==> src/rtl/ms_tick_gen.sv <==
// Millisecond timebase: divides clk to TICK_HZ and produces an enable tick, a 50% square
// wave, a wrapping ms timestamp and a runtime-programmable slow tick (every div ms).
module ms_tick_gen #(
  parameter int CLK_HZ  = 50_000_000,
  parameter int TICK_HZ = 1000,
  parameter int MSW     = 32,
  parameter int DIVW    = 16,
  parameter int DIV_RST = 1000
) (
  input  logic            clk,
  input  logic            rst_n,
  input  logic            en,
  input  logic            sync_clr,
  input  logic [DIVW-1:0] div_in,
  input  logic            div_load,
  output logic            div_busy,
  output logic            ms_tick,
  output logic            sq_out,
  output logic            slow_tick,
  output logic [MSW-1:0]  ms_count
);

  localparam int HALF = CLK_HZ / (2 * TICK_HZ);
  localparam int CW   = (HALF > 1) ? $clog2(HALF) : 1;
  localparam logic [CW-1:0] HALF_M1 = CW'(HALF - 1);

  logic [CW-1:0]   cnt;
  logic [DIVW-1:0] div;
  logic [DIVW-1:0] shadow;
  logic [DIVW-1:0] slow_cnt;
  logic            wrap;
  logic            boundary;
  logic            slow_hit;
  logic [DIVW-1:0] pending_div;

  always_comb begin
    wrap        = (cnt == HALF_M1);
    boundary    = en && wrap && !sq_out;
    slow_hit    = (div != '0) && (slow_cnt == div - DIVW'(1));
    // A same-cycle load is newer than anything already sitting in the shadow.
    pending_div = div_load ? div_in : shadow;
  end

  always_ff @(posedge clk or negedge rst_n) begin
    if (!rst_n) begin
      cnt       <= '0;
      sq_out    <= 1'b0;
      ms_tick   <= 1'b0;
      slow_tick <= 1'b0;
      ms_count  <= '0;
      slow_cnt  <= '0;
      div       <= DIVW'(DIV_RST);
      shadow    <= '0;
      div_busy  <= 1'b0;
    end else if (sync_clr) begin
      cnt       <= '0;
      sq_out    <= 1'b0;
      ms_tick   <= 1'b0;
      slow_tick <= 1'b0;
      ms_count  <= '0;
      slow_cnt  <= '0;
      if (div_load || div_busy) begin
        div      <= pending_div;
        div_busy <= 1'b0;
      end
    end else begin
      if (en) begin
        if (wrap) begin
          cnt    <= '0;
          sq_out <= !sq_out;
        end else begin
          cnt <= cnt + CW'(1);
        end
      end
      ms_tick   <= boundary;
      slow_tick <= 1'b0;
      if (boundary) begin
        ms_count <= ms_count + MSW'(1);
        // Applying a new divisor restarts the slow phase and swallows this edge's slow tick.
        if (div_load || div_busy) begin
          div      <= pending_div;
          slow_cnt <= '0;
          div_busy <= 1'b0;
        end else if (div != '0) begin
          if (slow_hit) begin
            slow_cnt  <= '0;
            slow_tick <= 1'b1;
          end else begin
            slow_cnt <= slow_cnt + DIVW'(1);
          end
        end
      end else if (div_load) begin
        shadow   <= div_in;
        div_busy <= 1'b1;
      end
    end
  end

endmodule

==> config.mk <==
export PLATFORM = sky130hd
export DESIGN_NAME = ms_tick_gen
export DESIGN_NICKNAME = d
export VERILOG_FILES = /design/src/rtl/ms_tick_gen.sv
export SDC_FILE = /design/constraint.sdc
export NUM_CORES = 1
export LEC_CHECK = 0
export ABC_AREA = 1
export ABC_CLOCK_PERIOD_IN_PS = 2200
export BUFFER_PORTS_ARGS = -buffer_cell sky130_fd_sc_hd__buf_2
export CAP_MARGIN = 20
export CORE_ASPECT_RATIO = 0.6
export CORE_MARGIN = 1
export CORE_UTILIZATION = 45
export CTS_CLUSTER_DIAMETER = 30
export DETAILED_ROUTE_END_ITERATION = 8
export HOLD_SLACK_MARGIN = 0.02
export PLACE_DENSITY = 0.62
export SKIP_CTS_REPAIR_TIMING = 1
export SLEW_MARGIN = 20
export SYNTH_ARGS = -nofsm -noshare
export SYNTH_HDL_FRONTEND = slang
export SYNTH_SLANG_ARGS = --single-unit
==> constraint.sdc <==
create_clock -name clk -period 2.2 [get_ports clk]
set_input_delay 0.33 -clock clk [delete_from_list [all_inputs] [get_ports clk]]
set_output_delay 0.33 -clock clk [all_outputs]
set_load 0.01 [all_outputs]
* Yosys cells after proc, flatten, opt, wreduce, memory -nomap -nowiden *
Cells that the tools add are included.

word-level totals
  memories kept = 0
  RAM bits = 0
  register bits = 99
  output and inout bits = 36
  latch bits = 0
  input port bits = 21
  logic and storage cells = 58
  bits in read-only memories = 0

cells by class
  divide/modulo/power cells = 0
  muxes and demuxes = 27
  add/subtract/negate cells = 4
  shift-type cells = 0
  order comparisons = 0
  reductions and logical operators = 14
  eq/ne operators = 2
  bitwise logic cells = 2
  multiply operators = 0

operators by type and width
  operator                                            number
  two-way mux 16 bit                                  9
  two-way mux 32 bit                                  2
  two-way mux 15 bit                                  3
  adder 32 x 1 -> 32 bit, second input constant       1
  adder 16 x 1 -> 16 bit, second input constant       1
  == test 16 bit                                      1
  nonzero test 16 bit                                 1
  subtractor 16 x 1 -> 16 bit, second input constant  1
  adder 15 x 1 -> 15 bit, second input constant       1
  == test 15 bit, second input constant               1
  two-way mux 1 bit                                   13
  AND reduction 2 bit                                 3
  nonzero test 2 bit                                  3
  nonzero test 3 bit                                  2
  logical AND 1 bit                                   3
  inverter 1 bit                                      2
  zero test 1 bit                                     1
  logical OR 1 bit                                    1

* Longest topological paths before layout *
Gate-level depths: netlist of the first run.

  depth after elaboration = 8
  depth in mapped cells = 15
  gate-level depth less buffers = 14

* Least setup slack after synthesis of the first run *
OpenSTA, ideal clock, no wires.

  path type = reg-to-reg
  start point = register div[0]
  end point = register slow_cnt[10]
  data required time = 2,078 ps
  buffers on the path = 1
  stages on the path, launching flop included = 15
  path slack = 377 ps
  setup time = 122 ps
  period minus slack after synthesis = 1,823 ps
  data arrival time = 1,701 ps
  cell sequence = dfrtp_1 inv_1 ha_1 nand2_2 nor2_4 nand2_1 nand2_1 nand2_1 nor2_2 nand2_2 nor2_4 nand2_4 nand2_4 buf_12 o21ai_2

between the ends
  longest elaborated chain between the ends = 8
  elaborated cells on any way between the ends = 11
  those cells by class = add/sub (1); eq/ne (1); mux (5); reduce/logical (4)

RTL lines
  element                      line  source
  start, declared              28    logic [DIVW-1:0] div;
  start signal, assigned       52    div <= DIVW'(DIV_RST);
  start signal, assigned       63    div <= pending_div;
  start signal, assigned       81    div <= pending_div;
  subtractor 16 x 1 -> 16 bit  39    slow_hit = (div != '0) && (slow_cnt == div - DIVW'(1));
  == test 16 bit               39
  logical AND 1 bit            39
  two-way mux 16 bit           85    if (slow_hit) begin
  two-way mux 16 bit           84    end else if (div != '0) begin
  two-way mux 16 bit           80    if (div_load || div_busy) begin
  two-way mux 16 bit           77    if (boundary) begin
  two-way mux 16 bit           55    end else if (sync_clr) begin
  end signal, assigned         89    slow_cnt <= slow_cnt + DIVW'(1);
  end, declared                30    logic [DIVW-1:0] slow_cnt;

Parallel ways exist; a longest one is shown, timed or not. The select of a mux whose other input is x is not followed.
A chain may end at the register's enable or synchronous reset.

* Worst setup path in the final report of the first run *
  start point = register ms_count[0]
  end point = register ms_count[25]

between the ends
  longest elaborated chain between the ends = 3

RTL lines
  element                 line  source
  start, declared         20    output logic [MSW-1:0] ms_count
  start signal, assigned  78    ms_count <= ms_count + MSW'(1);
  adder 32 x 1 -> 32 bit  78
  two-way mux 32 bit      77
  two-way mux 32 bit      55

Every way passes these cells. The select of a mux whose other input is x is not followed.

==> impl_metrics.tcl, run 1 <==
set metrics [dict create \
    status "complete, but fails checks" \
    failed_checks "design-rule violations" \
    crit_chain "nand3_2 -> inv_1 -> nand2_1 -> nor2_1 -> inv_1 -> nor3_1 -> xor2_1 -> nor2_1 -> nand2_1 -> o21ai_0" \
    synth.top_cell.area_share 0.380 \
    syn_area_per_cell_um2 7.38 \
    cp_max_fo 7 \
    place_inst 1054 \
    cts_buffer_depth 2 \
    avgRoutedWirePerCell_um 15.6 \
    io_buffer_count 56 \
    critPathRequiredTime_ns 2.43 \
    core-area_um2 13100 \
    cts_sinks 99 \
    synth_edf_count 0 \
    cp_slowest_cell "dfrtp_1" \
    mostFrequentLayoutCell "nand2_1" \
    drt_pass1_iterations 7 \
    drt_iter0_drc 404 \
    routed_wl_um 16700 \
    numCtsBuffers 9 \
    tns_ns 0 \
    initial_core_util 0.469 \
    hpwl_um 12900 \
    slew_headroom 0.537 \
    placementRows 32 \
    drc 2 \
    insertion_delay_ns 0.35 \
    synthCells 830 \
    finalHoldViolations 0 \
    dieArea_um2 14100 \
    total_power_mw 4.25 \
    fmax_ghz 0.502 \
    synth_seq_cells 99 \
    clkTransAtPathRegs_ns 0.07 \
    critPathLaunch "ms_count[0]$_DFFE_PN0N_" \
    cts_tree "yes" \
    path_class "reg2reg" \
    worstMarginPinSlew_ns 0.692 \
    r2r_start "ms_count[0]$_DFFE_PN0N_" \
    ir_drop_uv 318 \
    fin_skew_ns 0.0107 \
    cp-start-kind "flop" \
    synth.top_cells.by_area "dfrtp_1 (38%), nand2_1 (14%), inv_1 (6.1%)" \
    synthToLayoutAreaGrowth_pct 13.8 \
    synthDistinctLibCells 49 \
    ant_nets 0 \
    grt_max_degree 54 \
    report.final.slew_viol_count 0 \
    mostFrequentLayoutCells "nand2_1 (221), inv_1 (98), dfrtp_1 (93)" \
    ys_warn_count 0 \
    cts-root-buf "clkbuf_16" \
    syn_nets 856 \
    h-tree-depth 3 \
    post-route-period-util 0.905 \
    pin_count 57 \
    layout.nets 922 \
    cp.arrival_ns 2.22 \
    place_congestion 0.956 \
    grt_pass1_wl_um 27400 \
    instances_no_fill 1071 \
    period_needed_ns 1.99 \
    max_stage_delay_ns 0.53 \
    critPathCaptureType "flop" \
    rsz0062_at_grt "no" \
    yosysSeqAreaShare 0.406 \
    drive_gt1_frac 0.164 \
    num_antenna_cells 0 \
    grt_overflow 0 \
    fp.dieW_um 153 \
    ys_async_sr_fraction 1.00 \
    hold_class "in2reg" \
    synth_top_cell_by_area "dfrtp_1" \
    grt_pass1_vias 5174 \
    p_leak_nw 3.27 \
    antenna_found_initial 0 \
    min_from "en" \
    track_usage 0.250 \
    netlist_area_um2 6130 \
    die_h_um 92.4 \
    via_per_inst 5.29 \
    cap_violations 0 \
    final-setup-viol-count 0 \
    vias 5664 \
    synthFlopType "dfrtp_1" \
    p_per_area_nw_per_um2 609 \
]
-- Yosys cell counts, types with 6 or more instances --
| master | number |
|---|---|
| xnor2_1 | 13 |
| clkbuf_1 | 6 |
| o21ai_1 | 21 |
| nor3_1 | 23 |
| nand4_1 | 25 |
| nor2_1 | 81 |
| xor2_1 | 24 |
| nor2_2 | 8 |
| nand3_1 | 43 |
| buf_2 | 10 |
| nand2_1 | 221 |
| a21oi_1 | 17 |
| inv_1 | 99 |
| nand2_2 | 7 |
| o21ai_0 | 56 |
| o21ai_2 | 9 |
| dfstp_2 | 6 |
| nor2_4 | 6 |
| dfrtp_1 | 93 |
| o31ai_1 | 7 |
-- where the power goes --
part	internal [mW]	total, mW	switching (mW)
sequential	1.92	2.00	0.0805
combinational	0.216	0.653	0.437
clock	0.885	1.59	0.707
total	3.02	4.25	1.22
-- routing by layer --
metal / global-route usage / wire length [um] / vias to the layer above
met1: 0.412 / 8930 / 2609
met4: 0.0522 / 106 / 0
li1: - / - / 2818
met5: 0 / 0 / -
met2: 0.307 / 5950 / 227
met3: 0.0674 / 1710 / 10
-- state kept, by name (all words and copies together) (netlist names) --
register	count
slow_tick	1
div_busy	1
cnt	15
ms_tick	1
shadow	16
div	16
slow_cnt	16
ms_count	32
sq_out	1
-- worst max-delay path, delay by kind of cell (launching register included) --
kind	cells	cell delay [ns]
buffers and inverters	2	0.19
DFF	1	0.53
and+or+nand+nor	6	0.89
AOI/OAI and AO/OA	1	0.07
xor gates and xnor gates	1	0.19
-- kinds of logic (layout without fill, tap and decap cells) --
| logic type | count (synthesis) | after routing | synth area share |
|---|---|---|---|
| AND/OR/NAND/NOR | 438 | 438 | 0.328 |
| buffers and inverters | 128 | 199 | 0.0884 |
| AO/OA/AOI/OAI | 123 | 123 | 0.115 |
| flip-flops | 99 | 99 | 0.406 |
| XOR/XNOR | 37 | 37 | 0.0529 |
| adder cells (fa/ha/maj) | 5 | 5 | 0.0102 |
-- per-stage QoR --
stage	setup slack (ns)	instance area, um2	utilization	hold WS, ns
6_report	0.209	6980	0.534	0.319
5_1_grt	0.0196	6980	0.534	0.300
4_1_cts	0.0876	6950	0.532	-0.0309
3_5_place_dp	0.0851	6650	0.510	0.342
3_3_place_gp	0.227	6650	0.510	0.332
2_1_floorplan	0.377	6130	-	0.0344
-- worst paths after layout --
check,to,slack (ns),depth (start not counted)
setup / recovery,ms_count[25]$_DFFE_PN0N_,0.21,10
hold / removal,cnt[0]$_DFFE_PN0P_,0.32,3
setup reg to reg,ms_count[25]$_DFFE_PN0N_,0.21,10
hold reg to reg,div[9]$_DFFE_PN1P_,0.52,2
max in group asynchronous,div[5]$_DFFE_PN1P_,1.01,3
min in group asynchronous,cnt[3]$_DFFE_PN0P_,0.50,2
-- cell type report --
class,instances,area (um2)
flip-flops and latches,99,2480
fillers,1276,6080
multi-input cells,603,3120
inverters,107,408
clock buffers,10,229
well taps,170,213
repair buffers,76,460
clock inverters,6,65.1
Note: power is estimated with default switching activity, not from simulation.
==> run 2: changes to the inputs <==
- CTS_BUF_LIST: default -> sky130_fd_sc_hd__clkbuf_8
==> run 2 against run 1 <==
  * Highest routed layer unchanged
  * Maximum frequency down 0.72%
  * Clock skew increased by 0.0043 ns
  * Sequential share of layout area rose by 0.53 points
  * First-iteration DRC count is 2.0% higher
  * Combinational power barely moved
  * Clock power shrank 25%
  * Register-to-register slack barely moved
  * Via count increased by 0.58%
  * Global-route usage down 0.052 points
  * Hold slack got worse by 0.036 ns
  * Largest cell class unchanged
  * Non-clock buffer count stayed put
  * The run still ends with design-rule violations left
  * Final area is 1.5% lower
==> impl_metrics.tcl, run 2 (synthesis gave the netlist of run 1 again) <==
set metrics [dict create \
    status "complete, but fails checks" \
    failed_checks "design-rule violations" \
    total_power_mw 3.84 \
    place_congestion 0.956 \
    power_switching_mw 1.18 \
    ant_nets 0 \
    cap_violations 0 \
    core-area_um2 13100 \
    h-tree-depth 3 \
    instances_no_fill 1071 \
    drive_gt1_frac 0.164 \
    post-route-util 0.527 \
    io_buffer_count 56 \
    critPathCaptureType "flop" \
    drt_iter0_drc 412 \
    switching_share 0.307 \
    top_layer_used "met4" \
    cp-start-kind "flop" \
    synthToLayoutAreaGrowth_pct 12.2 \
    placementRows 32 \
    numCtsBuffers 9 \
    track_usage 0.249 \
    ir_drop_uv 327 \
    regMostFlops "ms_count" \
    finalHoldViolations 0 \
    fin_skew_ns 0.0149 \
    tns_ns 0 \
    critPathRequiredTime_ns 2.46 \
    finalInstanceArea_um2 6870 \
    met2WireLength_um 6030 \
    place_area_um2 6650 \
    routed_wl_um 16700 \
    fin_ws_ns 0.195 \
    place_inst 1054 \
    drc 2 \
    pre_cts_ws_ns 0.0851 \
    clockPowerShare 0.310 \
    crit_buf_inv 1 \
    holdWs_ns 0.283 \
    period_needed_ns 2.01 \
    cts-root-buf "clkbuf_8" \
    initial_core_util 0.469 \
    die_h_um 92.4 \
    vias 5697 \
    crit_chain "nand2_1 -> nor2_1 -> nand2_1 -> nor2_1 -> inv_1 -> nor3_1 -> xor2_1 -> nor2_1 -> nand2_1 -> o21ai_0" \
    combPwrFrac 0.169 \
    final-setup-viol-count 0 \
    mostFrequentLayoutCell "nand2_1" \
    grt_max_degree 54 \
    grt_overflow 0 \
    clkTransAtPathRegs_ns 0.10 \
    antenna_found_initial 0 \
    cp_slowest_cell "dfrtp_1" \
    path_delay_family "simple AND/OR/NAND/NOR gates" \
    grt_pass1_vias 5169 \
    intPower_mw 2.66 \
    pin_count 57 \
    cp_max_fo 4 \
    insertion_delay_ns 0.37 \
    p_leak_nw 3.23 \
    via_per_inst 5.32 \
    avgRoutedWirePerCell_um 15.6 \
    post-route-period-util 0.911 \
    drt_pass1_iterations 7 \
    grt_pass1_wl_um 27300 \
    hold_class "in2reg" \
    fmax_ghz 0.499 \
    layout.nets 922 \
    wl_met3_um 1660 \
    cts_buffer_depth 2 \
    cts_sinks 99 \
    rsz0062_at_grt "no" \
    cp.arrival_ns 2.26 \
    p_per_area_nw_per_um2 559 \
    hpwl_um 12900 \
    worstMarginPinSlew_ns 0.702 \
    wl_met1_um 8850 \
    largest_reg_flops 32 \
    slew_headroom 0.530 \
    p_seq_frac 0.521 \
    fp.dieW_um 153 \
    dieArea_um2 14100 \
    max_stage_delay_ns 0.43 \
    num_antenna_cells 0 \
    report.final.slew_viol_count 0 \
    mostFrequentLayoutCells "nand2_1 (221), inv_1 (99), dfrtp_1 (93)" \
    path_class "reg2reg" \
    cts_tree "yes" \
]
==> run 2: cell count changes in the layout (fill, tap and decap cells not counted), sizes merged <==
cell	previous run	this run
clkbuf	10	9
inv	106	107
==> run 2: path summary, 6_finish.rpt <==
| kind | cells after the start | start | slack, ns | end |
|---|---|---|---|---|
| setup / recovery | 10 | ms_count[4]$_DFFE_PN0N_ | 0.19 | ms_count[25]$_DFFE_PN0N_ |
| hold / removal | 3 | en | 0.28 | cnt[0]$_DFFE_PN0P_ |
| setup reg to reg | 10 | ms_count[4]$_DFFE_PN0N_ | 0.19 | ms_count[25]$_DFFE_PN0N_ |
| hold reg to reg | 2 | div[9]$_DFFE_PN1P_ | 0.52 | div[9]$_DFFE_PN1P_ |
| max in group asynchronous | 3 | rst_n | 1.05 | div[5]$_DFFE_PN1P_ |
| min in group asynchronous | 2 | rst_n | 0.47 | cnt[3]$_DFFE_PN0P_ |
==> run 2: area by class of cell <==
| class | instances | area (um2) |
|---|---|---|
| Fill cell | 1290 | 6180 |
| Multi-Input combinational cell | 603 | 3120 |
| Sequential cell | 99 | 2480 |
| Timing Repair Buffer | 76 | 460 |
| Inverter | 107 | 408 |
| Tap cell | 170 | 213 |
| Clock buffer | 9 | 124 |
| Clock inverter | 7 | 68.8 |
==> run 2: worst reg2reg max path: cells and delay by family (launching register included) <==
family | cells | cell delay (ns)
buf+inv | 1 | 0.08
simple gates | 7 | 1.12
compound gates | 1 | 0.07
xor+xnor | 1 | 0.20
flops | 1 | 0.43
==> run 2: per-layer routing <==
layer,global-route usage,up-vias
met2,0.306,227
met1,0.414,2636
met3,0.0655,12
met5,0,-
li1,-,2822
met4,0.0471,0
==> run 2: power groups by stage <==
stage          Combinational, mW  Clock, mW  Sequential (mW)
5_1_grt                    0.751       1.29             2.01
4_1_cts                    0.650       1.23             2.00
2_1_floorplan              0.467          0             2.01
3_3_place_gp               0.637          0             2.03
3_5_place_dp               0.648          0             2.03
6_report                   0.651       1.19             2.00
